## src/rtl/silencer_step_pkg.sv

```systemverilog
// Shared parameters and types for the silencer_step slew limiter.
// Optional build macro SILENCER_PHASE_EN (see silencer_step.sv).
package silencer_step_pkg;

    // Held state per channel: 8.8 fixed point.
    localparam int SilencerStateW = 16;
    localparam int SilencerFracW  = 8;
    localparam int SilencerIntW   = SilencerStateW - SilencerFracW;

    typedef enum logic {
        SIL_INIT = 1'b0,
        SIL_RUN  = 1'b1
    } silencer_fsm_e;

    // Promote an 8-bit target to the 8.8 state format.
    function automatic logic [SilencerStateW-1:0] to_state(input logic [SilencerIntW-1:0] v);
        return {v, {SilencerFracW{1'b0}}};
    endfunction

endpackage

```

## src/rtl/silencer_step_if.sv

```systemverilog
// Beat stream and step configuration between the STM stage, the silencer and PWM.
interface silencer_step_if;
    import silencer_step_pkg::*;

    logic                      DIN_VALID;
    logic [SilencerIntW-1:0]   INTENSITY_IN;
    logic [SilencerIntW-1:0]   PHASE_IN;
    logic [SilencerStateW-1:0] STEP_INTENSITY;
    logic [SilencerStateW-1:0] STEP_PHASE;
    logic [SilencerIntW-1:0]   INTENSITY_OUT;
    logic [SilencerIntW-1:0]   PHASE_OUT;
    logic                      DOUT_VALID;
    logic                      BUSY;

    // Upstream side: drives beats and steps, observes results.
    modport master (
        output DIN_VALID, INTENSITY_IN, PHASE_IN, STEP_INTENSITY, STEP_PHASE,
        input  INTENSITY_OUT, PHASE_OUT, DOUT_VALID, BUSY
    );

    // Silencer side.
    modport slave (
        input  DIN_VALID, INTENSITY_IN, PHASE_IN, STEP_INTENSITY, STEP_PHASE,
        output INTENSITY_OUT, PHASE_OUT, DOUT_VALID, BUSY
    );

endinterface

```

## src/rtl/silencer_step_unit.sv

```systemverilog
// One channel of step arithmetic: moves i_cur toward i_target by at most i_step.
// WRAP=0: linear, saturating at the target (intensity).
// WRAP=1: modulo 2^16 along the shortest arc; an exact half turn goes positive (phase).
module silencer_step_unit
    import silencer_step_pkg::*;
#(
    parameter bit WRAP = 1'b0
) (
    input  logic [SilencerStateW-1:0] i_cur,
    input  logic [SilencerStateW-1:0] i_target,
    input  logic [SilencerStateW-1:0] i_step,
    output logic [SilencerStateW-1:0] o_next
);
    localparam int W = SilencerStateW;

    logic [W-1:0]        w_diff_mod;
    logic signed [W:0]   w_diff_lin;
    logic [W:0]          w_mag;
    logic                w_up;

    assign w_diff_mod = i_target - i_cur;
    assign w_diff_lin = $signed({1'b0, i_target}) - $signed({1'b0, i_cur});

    // Direction and magnitude of the remaining distance, then the clamped move.
    // NOTE: every combinational output gets a default first so no path leaves it unassigned (no latch).
    always_comb begin
        w_up  = 1'b1;
        w_mag = '0;
        if (WRAP) begin
            w_up  = !w_diff_mod[W-1] || (w_diff_mod == {1'b1, {(W-1){1'b0}}});
            w_mag = w_diff_mod[W-1] ? ({1'b0, ~w_diff_mod} + {{W{1'b0}}, 1'b1})
                                    : {1'b0, w_diff_mod};
        end else begin
            w_up  = !w_diff_lin[W];
            w_mag = w_diff_lin[W] ? $unsigned(-w_diff_lin) : $unsigned(w_diff_lin);
        end

        o_next = i_target;
        if (i_step != '0 && w_mag > {1'b0, i_step}) begin
            o_next = w_up ? (i_cur + i_step) : (i_cur - i_step);
        end
    end

endmodule

```

## src/rtl/silencer_step.sv

```systemverilog
// Per-transducer slew limiter behind the STM stage.
// Each beat reads the transducer's held 8.8 state, steps it toward the new target
// and writes it back; two-cycle latency (RAM read, then compute + register).
// Build macro SILENCER_PHASE_EN: when defined the phase channel is slewed too and the
// state RAM holds intensity+phase; otherwise phase is passed through with equal latency.
module silencer_step
    import silencer_step_pkg::*;
#(
    parameter int DEPTH = 249
) (
    input  logic          CLK,
    input  logic          RESET_N,
    silencer_step_if.slave bus
);
    localparam int IdxW = $clog2(DEPTH);
    localparam logic [IdxW-1:0] LastIdx = IdxW'(DEPTH - 1);
`ifdef SILENCER_PHASE_EN
    localparam int RamW = 2 * SilencerStateW;
`else
    localparam int RamW = SilencerStateW;
`endif

    logic [1:0]                r_rst_sync;
    logic                      w_rst_n;
    silencer_fsm_e             r_state;
    logic                      r_busy;
    logic [IdxW-1:0]           r_init_idx;
    logic [IdxW-1:0]           r_beat_idx;
    logic                      w_accept;

    logic                      r_s1_valid;
    logic [IdxW-1:0]           r_s1_idx;
    logic [SilencerIntW-1:0]   r_s1_int_tgt;
    logic [SilencerIntW-1:0]   r_s1_ph_in;
    logic [SilencerStateW-1:0] r_s1_step_int;

    logic [RamW-1:0]           r_ram [DEPTH];
    logic [RamW-1:0]           r_rd_data;
    logic                      w_init_we;
    logic                      w_we;
    logic [IdxW-1:0]           w_wr_addr;
    logic [RamW-1:0]           w_wr_data;
    logic [RamW-1:0]           w_next_state;

    logic [SilencerStateW-1:0] w_next_int;
    logic                      r_dout_valid;
    logic [SilencerIntW-1:0]   r_int_out;
    logic [SilencerIntW-1:0]   r_ph_out;

    // Reset asserts asynchronously and releases two clocks later, aligned to CLK.
    always_ff @(posedge CLK or negedge RESET_N) begin
        if (!RESET_N) r_rst_sync <= 2'b00;
        else          r_rst_sync <= {r_rst_sync[0], 1'b1};
    end
    assign w_rst_n = r_rst_sync[1];

    // Control FSM: first cycle after reset arms BUSY, then one zero write per cycle, then RUN.
    // NOTE: all clocked state uses non-blocking assignments so every flop samples pre-edge values.
    always_ff @(posedge CLK or negedge w_rst_n) begin
        if (!w_rst_n) begin
            r_state    <= SIL_INIT;
            r_busy     <= 1'b0;
            r_init_idx <= '0;
        end else begin
            case (r_state)
                SIL_INIT: begin
                    if (!r_busy) begin
                        r_busy <= 1'b1;
                    end else if (r_init_idx == LastIdx) begin
                        r_state    <= SIL_RUN;
                        r_busy     <= 1'b0;
                        r_init_idx <= '0;
                    end else begin
                        r_init_idx <= r_init_idx + IdxW'(1);
                    end
                end
                SIL_RUN: r_state <= SIL_RUN;
                default: r_state <= SIL_INIT;
            endcase
        end
    end

    // Beats arriving while the RAM is being cleared are dropped.
    assign w_accept = bus.DIN_VALID && (r_state == SIL_RUN);

    // Beat index: advances per accepted beat, wraps at DEPTH, restarts at 0 on any idle cycle.
    always_ff @(posedge CLK or negedge w_rst_n) begin
        if (!w_rst_n)                    r_beat_idx <= '0;
        else if (!w_accept)              r_beat_idx <= '0;
        else if (r_beat_idx == LastIdx)  r_beat_idx <= '0;
        else                             r_beat_idx <= r_beat_idx + IdxW'(1);
    end

    // Stage 1: capture the beat's target and steps alongside the RAM read.
    always_ff @(posedge CLK or negedge w_rst_n) begin
        if (!w_rst_n) begin
            r_s1_valid    <= 1'b0;
            r_s1_idx      <= '0;
            r_s1_int_tgt  <= '0;
            r_s1_ph_in    <= '0;
            r_s1_step_int <= '0;
        end else begin
            r_s1_valid    <= w_accept;
            r_s1_idx      <= r_beat_idx;
            r_s1_int_tgt  <= bus.INTENSITY_IN;
            r_s1_ph_in    <= bus.PHASE_IN;
            r_s1_step_int <= bus.STEP_INTENSITY;
        end
    end

    // State RAM read port (registered).
    // NOTE: the state RAM has no reset; INIT clears it by writing, which keeps it a plain block RAM.
    always_ff @(posedge CLK) begin
        r_rd_data <= r_ram[r_beat_idx];
    end

    assign w_init_we = (r_state == SIL_INIT) && r_busy;
    assign w_we      = w_init_we || r_s1_valid;
    assign w_wr_addr = w_init_we ? r_init_idx : r_s1_idx;
    assign w_wr_data = w_init_we ? '0 : w_next_state;

    // State RAM write port: INIT clearing or stage-2 write-back.
    always_ff @(posedge CLK) begin
        if (w_we) r_ram[w_wr_addr] <= w_wr_data;
    end

    silencer_step_unit #(.WRAP(1'b0)) u_int_step (
        .i_cur    (r_rd_data[SilencerStateW-1:0]),
        .i_target (to_state(r_s1_int_tgt)),
        .i_step   (r_s1_step_int),
        .o_next   (w_next_int)
    );

`ifdef SILENCER_PHASE_EN
    logic [SilencerStateW-1:0] r_s1_step_ph;
    logic [SilencerStateW-1:0] w_next_ph;

    // Stage 1 phase step capture (phase build only).
    always_ff @(posedge CLK or negedge w_rst_n) begin
        if (!w_rst_n) r_s1_step_ph <= '0;
        else          r_s1_step_ph <= bus.STEP_PHASE;
    end

    silencer_step_unit #(.WRAP(1'b1)) u_ph_step (
        .i_cur    (r_rd_data[RamW-1:SilencerStateW]),
        .i_target (to_state(r_s1_ph_in)),
        .i_step   (r_s1_step_ph),
        .o_next   (w_next_ph)
    );

    assign w_next_state = {w_next_ph, w_next_int};
`else
    logic w_unused_step_ph;
    assign w_unused_step_ph = ^bus.STEP_PHASE;
    assign w_next_state     = w_next_int;
`endif

    // Stage 2: register results; outputs hold between beats.
    always_ff @(posedge CLK or negedge w_rst_n) begin
        if (!w_rst_n) begin
            r_dout_valid <= 1'b0;
            r_int_out    <= '0;
            r_ph_out     <= '0;
        end else begin
            r_dout_valid <= r_s1_valid;
            if (r_s1_valid) r_int_out <= w_next_int[SilencerStateW-1:SilencerFracW];
`ifdef SILENCER_PHASE_EN
            if (r_s1_valid) r_ph_out <= w_next_ph[SilencerStateW-1:SilencerFracW];
`else
            r_ph_out <= r_s1_ph_in;
`endif
        end
    end

    assign bus.INTENSITY_OUT = r_int_out;
    assign bus.PHASE_OUT     = r_ph_out;
    assign bus.DOUT_VALID    = r_dout_valid;
    assign bus.BUSY          = r_busy;

endmodule

```

## src/flat_wrapper.sv

```systemverilog
// flat-port wrapper written by rule: the top's interface ports become plain ports
module silencer_step_flat import silencer_step_pkg::*;
#(
    parameter int DEPTH = 249
)
  (CLK, RESET_N, bus_DIN_VALID, bus_INTENSITY_IN, bus_PHASE_IN, bus_STEP_INTENSITY, bus_STEP_PHASE, bus_INTENSITY_OUT, bus_PHASE_OUT, bus_DOUT_VALID, bus_BUSY);
  silencer_step_if bus_i ();
  input  logic CLK;
  input  logic RESET_N;
  input wire logic [$bits(bus_i.DIN_VALID)-1:0] bus_DIN_VALID;
  input wire logic [$bits(bus_i.INTENSITY_IN)-1:0] bus_INTENSITY_IN;
  input wire logic [$bits(bus_i.PHASE_IN)-1:0] bus_PHASE_IN;
  input wire logic [$bits(bus_i.STEP_INTENSITY)-1:0] bus_STEP_INTENSITY;
  input wire logic [$bits(bus_i.STEP_PHASE)-1:0] bus_STEP_PHASE;
  output wire logic [$bits(bus_i.INTENSITY_OUT)-1:0] bus_INTENSITY_OUT;
  output wire logic [$bits(bus_i.PHASE_OUT)-1:0] bus_PHASE_OUT;
  output wire logic [$bits(bus_i.DOUT_VALID)-1:0] bus_DOUT_VALID;
  output wire logic [$bits(bus_i.BUSY)-1:0] bus_BUSY;
  assign bus_i.DIN_VALID = bus_DIN_VALID;
  assign bus_i.INTENSITY_IN = bus_INTENSITY_IN;
  assign bus_i.PHASE_IN = bus_PHASE_IN;
  assign bus_i.STEP_INTENSITY = bus_STEP_INTENSITY;
  assign bus_i.STEP_PHASE = bus_STEP_PHASE;
  assign bus_INTENSITY_OUT = bus_i.INTENSITY_OUT;
  assign bus_PHASE_OUT = bus_i.PHASE_OUT;
  assign bus_DOUT_VALID = bus_i.DOUT_VALID;
  assign bus_BUSY = bus_i.BUSY;
  silencer_step #(.DEPTH(DEPTH)) u_core (.CLK(CLK), .RESET_N(RESET_N), .bus(bus_i));
endmodule
```

## config.mk

```make
export PLATFORM = sky130hd
export DESIGN_NAME = silencer_step_flat
export DESIGN_NICKNAME = d
export VERILOG_FILES = /design/src/rtl/silencer_step_pkg.sv /design/src/rtl/silencer_step_if.sv /design/src/rtl/silencer_step_unit.sv /design/src/rtl/silencer_step.sv /design/src/flat_wrapper.sv
export SDC_FILE = /design/constraint.sdc
export NUM_CORES = 2
export LEC_CHECK = 0
export CAP_MARGIN = 20
export CORE_MARGIN = 2
export CORE_UTILIZATION = 30
export CTS_BUF_LIST = sky130_fd_sc_hd__clkbuf_4
export DETAILED_ROUTE_END_ITERATION = 6
export GPL_TIMING_DRIVEN = 0
export MAX_ROUTING_LAYER = met4
export PLACE_DENSITY = 0.48
export SLEW_MARGIN = 20
export SYNTH_ARGS = -nofsm -noshare
export SYNTH_HDL_FRONTEND = slang
export SYNTH_SLANG_ARGS = --single-unit
export TNS_END_PERCENT = 20
```

## constraint.sdc

```tcl
create_clock -name CLK -period 6.9 [get_ports CLK]
set_input_delay 1.38 -clock CLK [delete_from_list [all_inputs] [get_ports CLK]]
set_output_delay 1.38 -clock CLK [all_outputs]
set_load 0.01 [all_outputs]
```

# Word level (Yosys, flattened, before mapping)
# Memories as Yosys holds them, arrays and structs flattened. A register that Yosys moved wholly into a read port is not among the register bits.
# Index checks and enable logic that the tools add are counted.
[word_totals]
word_cells = 45
regBits = 78
mem_count = 1
mem_bits_rw = 3984
inputBits = 51
out_inout_bits = 18
[mem_list]
columns = ["memory", "depth", "word_bits", "read_ports", "rd_ports_with_merged_regs", "write_ports", "line", "text"]
rows = [
  ["u_core.r_ram", 249, 16, 1, 1, 1, "silencer_step.sv:37", "logic [RamW-1:0] r_ram [DEPTH];"],
]
[op_classes]
eq_ne = 2
n_reduce_logical = 6
magnitude_cmp = 1
n_mux = 15
add_sub_neg = 6
bitwise = 1
[ops]
columns = ["op", "count"]
rows = [
  ["2-to-1 mux 16 bit", 3],
  ["2-to-1 mux 8 bit", 4],
  ["greater-than comparator 17 x 16 -> 1 bit", 1],
  ["2-to-1 mux 17 bit", 1],
  ["negation 17 bit", 1],
  ["subtractor 16 x 16 -> 17 bit", 1],
  ["adder 16 bit", 1],
  ["adder 8 x 1 -> 8 bit (second input constant)", 2],
  ["== test 8 bit (second input constant)", 2],
  ["nonzero test 16 bit", 1],
  ["subtractor 16 bit", 1],
  ["2-to-1 mux 1 bit", 6],
  ["logical AND 1 bit", 3],
  ["case mux 1 bit (2 select lines)", 1],
  ["AND reduction 2 bit", 1],
  ["logical OR 1 bit", 1],
  ["inverter 1 bit", 1],
]

# Logic depth before layout (Yosys ltp)
[depth]
depth_word = 7
ltp_mapped = 19
ltp_nobuf = 17

# Modules after synthesis
# From an unflattened synthesis, not the netlist that was laid out.
[hier_totals]
hier_cells = 7492
area_unflattened_um2 = 159772.0
[modules_own_cells]
columns = ["mod", "instances", "area_each_um2", "cells_per_inst", "seq_area_each_um2"]
rows = [
  ["silencer_step", 1, 156720.3, 7082, 121906.9],
  ["silencer_step_unit", 1, 3051.7, 410, 0.0],
]

# Least setup slack after synthesis
# OpenSTA, ideal clock, no wires.
[synth_path]
path_kind = "flip-flop to flip-flop"
startpoint = "register u_core.r_rd_data[10], read port of u_core.r_ram"
endpoint = "memory u_core.r_ram[0][9] (netlist name), data pin"
setup_ps = 2050
stages_incl_launch_ff = 20
slack_ps = -8415
required_ps = 4850
n_path_buf = 2
period_less_slack_ps = 15315
t_arrival_ps = 13265
path_cell_list = "dfxtp_1 -> inv_1 -> ha_1 -> a21oi_1 -> nand2_1 -> o31a_1 -> a211oi_1 -> clkbuf_1 -> nand2_1 -> xnor2_1 -> ha_1 -> nor2b_1 -> o2111ai_1 -> a21oi_1 -> a211oi_1 -> o311ai_0 -> and3_1 -> buf_2 -> nor3_1 -> nor3_1"
[synth_between]
elab_chain_cells = 7
elab_cells_between_ends = 8
classes_between = "add/sub: 2; order compare: 1; mux: 4; reduce/logical: 1"
[synth_rtl]
columns = ["element", "line", "text"]
rows = [
  ["start, declared", "silencer_step.sv:38", "logic [RamW-1:0] r_rd_data;"],
  ["subtractor 16 x 16 -> 17 bit *", "silencer_step_unit.sv:22", "assign w_diff_lin = $signed({1'b0, i_target}) - $signed({1'b0, i_cur});"],
  ["negation 17 bit", "silencer_step_unit.sv:35", "w_mag = w_diff_lin[W] ? $unsigned(-w_diff_lin) : $unsigned(w_diff_lin);"],
  ["2-to-1 mux 17 bit", "silencer_step_unit.sv:35", ""],
  ["greater-than comparator 17 x 16 -> 1 bit", "silencer_step_unit.sv:39", "if (i_step != '0 && w_mag > {1'b0, i_step}) begin"],
  ["logical AND 1 bit", "silencer_step_unit.sv:39", ""],
  ["2-to-1 mux 16 bit *", "silencer_step_unit.sv:39", ""],
  ["2-to-1 mux 16 bit *", "silencer_step.sv:120", "assign w_wr_data = w_init_we ? '0 : w_next_state;"],
  ["net u_core.w_wr_data[9]", "silencer_step.sv:42", "logic [RamW-1:0] w_wr_data;"],
  ["end, declared", "silencer_step.sv:37", ""],
]
# Mark *: on every way through the listed nets, which the timed path passes. The rest lies on a longest branch.

==> flow_summary.ini <==
[drt]
iteration_count_of_the_initial_detailed_routing_pass = 6
detail_route.wirelength.met1_um = 223500
drcViolationCount = 0
routed_wirelength_um = 547900
vias = 84300
routed-wl-met3_um = 48570
routed_met2_length_um = 253200
first_iter_violations = 11720
wire_per_inst_um = 34.24
drtAntennaViolNets = 0
dr.max_layer_used = met4
vias_per_cell = 5.270

[power_and_ir_drop]
vdd.ir_drop.worst_mv = 0.1655
totalPowerFinal_mw = 48.74
power-per-cell-area_mw_per_mm2 = 256.6
static-leakage-power_nw = 55.11

[clocking]
numCtsBuffers = 1174
clk_pin_slew_worst_paths_ns = 0.06
tritoncts_num_sinks = 4078
cts-root-to-sink-buffers = 5
postCtsResizedCells = 0
clock_latency_late_sink_ns = 1.71
ctsRootBufferMaster = sky130_fd_sc_hd__clkbuf_4
tritoncts = yes
htree_levels = 7

[yosys]
synth.top_cells.by_area = sky130_fd_sc_hd__edfxtp_1 (76%), sky130_fd_sc_hd__mux4_2 (18%), sky130_fd_sc_hd__dfrtp_1 (1.2%)
muxShareOfSynthArea_pct = 18.19
synth_xor_area_share_pct = 0.2944
synthesis.nets = 6818
number_of_warnings_reported_in_the_yosys_synthesis_log = 0
syn_avg_cell_area_um2 = 23.46
synth_ff_type = sky130_fd_sc_hd__edfxtp_1
post-synth-top-area-fraction_pct = 75.87
yosys.area_share.simple_pct = 1.684
synthCells = 6722
synthesis.area_mm2 = 0.1577
asyncSetResetFlopFracSynth_pct = 1.913
synth-adder-area-share_pct = 0.3618
synth-compound-area-share_pct = 1.075
synth_seq_area_share_pct = 77.31
synth_edf_count = 3984
synth_top_area_cell = sky130_fd_sc_hd__edfxtp_1
combinational_family_with_the_most_area_after_synthesis = multiplexers
synth_seq_cells = 4078
synth_cell_type_count = 64

[layout]
post_route_cells_drive_above_1_share_pct = 43.76
layout_commonest_cell = sky130_fd_sc_hd__edfxtp_1
final_core_util_pct = 36.23
fillCellCount = 48330
mostFrequentLayoutCells = sky130_fd_sc_hd__edfxtp_1 (3984), sky130_fd_sc_hd__clkbuf_4 (1708), sky130_fd_sc_hd__mux4_2 (1265)
design.final.nets = 8380
areaGrowthSynthToFinish_pct = 20.42

[setup_path]
crit_path_top_delay_cell = sky130_fd_sc_hd__buf_2
critPathLaunchType = flop
setup.worst_path.end_class = flop
worst_r2r_endpoint = u_core.r_rd_data[1]
cp_top_family = buffers and inverters
critical_path_cell_count = 12
worst-r2r-setup-slack_ns = 0.63
worst_ep_required_time_ns = 8.34
regToRegStartpoint = u_core.r_beat_idx[1]
crit_type = reg -> reg
arrival_ns = 7.71
critPathLaunch = u_core.r_beat_idx[1]
cp_max_fo = 10
timing.critical_path.to = u_core.r_rd_data[1]
worstPathCellList = clkbuf_2 > buf_16 > clkbuf_2 > buf_2 > buf_1 > buf_8 > clkbuf_1 > nand2_1 > a31oi_1 > mux4_2 > a22oi_1 > nand2_1
max_stage_delay_ns = 1.00
ff2ff_path_depth = 12
critical_path_buf_inv_count = 7

[floorplanning]
die_x_um = 729.0
die_outline_area_mm2 = 0.5314
boundaryPins = 69
start_util_pct = 30.08
die_h_um = 729.0
core_region_area_mm2 = 0.5242
placement_rows = 266

[flow_run]
drv_cap = 0

[sta]
whs_ns = 0.2329
rsz0062_at_grt = false
maxSlewViolCount = 0
finalSetupViolations = 0
min_period_ns = 6.268
final.setup_skew_ns = 0.1640
fmax_mhz = 159.6
slew-limit-headroom_pct = 13.49
min_period_over_period_pct = 90.83
slew_of_the_pin_with_the_lowest_slew_margin_ns = 1.295
final_hold_viol_count = 0
setup_tns_ns = 0

[global_routing]
pin_count_of_the_biggest_net_entering_global_routing = 62
groute.usage.overall_pct = 21.08
vias_in_the_first_global_route = 84450
grt_antenna_before_repair = 52
grt_first_pass_wirelength_um = 729000
grt-ovfl-total = 0

[outcome]
status = completed

[worst_hold_path]
hold_path.class = in -> reg

[placement]
globalplace.congestion = 0.9206
place.detailed.hpwl_um = 381400
portBuffers = 52
[worst min-delay path by stage]
| stage | start | endpoint | cells past startpoint |
|---|---|---|---|
| after global placement | u_core.r_s1_ph_in[1] | u_core.bus.PHASE_OUT[1] | 0 |
| after detailed placement | u_core.r_rst_sync[1] | u_core.bus.PHASE_OUT[6] | 0 |
| after global routing | bus_STEP_INTENSITY[2] | u_core.r_s1_step_int[2] | 1 |
| after floorplan | u_core.r_s1_ph_in[0] | u_core.bus.PHASE_OUT[0] | 0 |
| final | bus_STEP_INTENSITY[0] | u_core.r_s1_step_int[0] | 1 |
| after CTS | bus_STEP_INTENSITY[2] | u_core.r_s1_step_int[2] | 1 |
[worst reg2reg max path: stages (launching register included)]
cell                       delay, ns
sky130_fd_sc_hd__dfrtp_1        0.40
sky130_fd_sc_hd__clkbuf_2       0.25
sky130_fd_sc_hd__buf_16         0.21
sky130_fd_sc_hd__clkbuf_2       0.60
sky130_fd_sc_hd__buf_2          1.02
sky130_fd_sc_hd__buf_1          0.52
sky130_fd_sc_hd__buf_8          0.24
sky130_fd_sc_hd__clkbuf_1       0.86
sky130_fd_sc_hd__nand2_1        0.15
sky130_fd_sc_hd__a31oi_1        0.62
sky130_fd_sc_hd__mux4_2         0.60
sky130_fd_sc_hd__a22oi_1        0.34
sky130_fd_sc_hd__nand2_1        0.35
[stage by stage]
step                instances  worst slack [ns]  instance area [µm²]
global route            15980            0.2475               189900
global placement        13740            -8.584               167200
finish                  16000            0.6324               189900
floorplan                6722            -1.309               158000
CTS                     15960            0.4805               189800
detailed placement      14070            0.4782               175800
[report_power, final]
part | internal [mW] | switching [mW] | total [mW]
Sequential | 26.8 | 0.0140 | 26.8
Clock | 11.8 | 10.0 | 21.8
Combinational | 0.0675 | 0.0858 | 0.153
[per-layer routing]
layer	track usage (%)	vias up
met5	-	-
met2	31.36	4752
met4	9.318	0
li1	-	32640
met1	27.85	45930
met3	4.638	980
[sequential cells by signal (all words and copies together) (netlist names)]
| register | count |
|---|---|
| u_core.r_ram | 3984 |
| u_core.r_rd_data | 16 |
| u_core.r_s1_step_int | 16 |
| u_core.bus.INTENSITY_OUT | 8 |
| u_core.bus.PHASE_OUT | 8 |
| u_core.r_beat_idx | 8 |
| u_core.r_init_idx | 8 |
| u_core.r_s1_idx | 8 |
| u_core.r_s1_int_tgt | 8 |
| u_core.r_s1_ph_in | 8 |
| u_core.r_rst_sync | 2 |
| u_core.bus.BUSY | 1 |
| u_core.bus.DOUT_VALID | 1 |
| u_core.r_s1_valid | 1 |
| u_core.r_state | 1 |
[timing repair]
item / in CTS / in global routing
endpoints found under the setup margin: 0 / 0
endpoints found under the hold margin: 4 / 0
buffers inserted: 0 / 0
hold buffers: 3 / 0
[cells in the mapped netlist (22+ instances only)]
| cell type | n |
|---|---|
| sky130_fd_sc_hd__a211oi_1 | 33 |
| sky130_fd_sc_hd__a21oi_1 | 42 |
| sky130_fd_sc_hd__a22oi_1 | 23 |
| sky130_fd_sc_hd__a31oi_1 | 37 |
| sky130_fd_sc_hd__buf_1 | 27 |
| sky130_fd_sc_hd__buf_2 | 107 |
| sky130_fd_sc_hd__clkbuf_1 | 210 |
| sky130_fd_sc_hd__dfrtp_1 | 78 |
| sky130_fd_sc_hd__edfxtp_1 | 3984 |
| sky130_fd_sc_hd__ha_1 | 44 |
| sky130_fd_sc_hd__inv_1 | 41 |
| sky130_fd_sc_hd__mux4_2 | 1265 |
| sky130_fd_sc_hd__nand2_1 | 144 |
| sky130_fd_sc_hd__nor2_1 | 295 |
| sky130_fd_sc_hd__nor2b_1 | 46 |
| sky130_fd_sc_hd__nor3_1 | 22 |
| sky130_fd_sc_hd__o21ai_0 | 47 |
| sky130_fd_sc_hd__xnor2_1 | 37 |
[logic make-up (layout without fill, tap and decap cells)]
kind of cell,Yosys count,count (layout)
DFF,4078,4078
AOI/OAI and AO/OA,258,258
other,1,35
xor gates and xnor gates,53,53
and+or+nand+nor,601,601
adders and majority gates,45,45
buffers and inverters,402,2676
muxes,1284,1284
[final cells by class]
class	count	area, µm²	share of cell area [%]
sequential	4078	121900	64.20
multi-input combinational	2242	36070	18.99
clock buffer	1698	12750	6.713
tap	6968	8718	4.591
timing repair buffer	386	7201	3.792
buffer	360	1805	0.9508
clock inverter	190	1200	0.6319
inverter	42	157.7	0.08302
antenna	34	85.08	0.04480
Power figures use the tool's default switching activity.
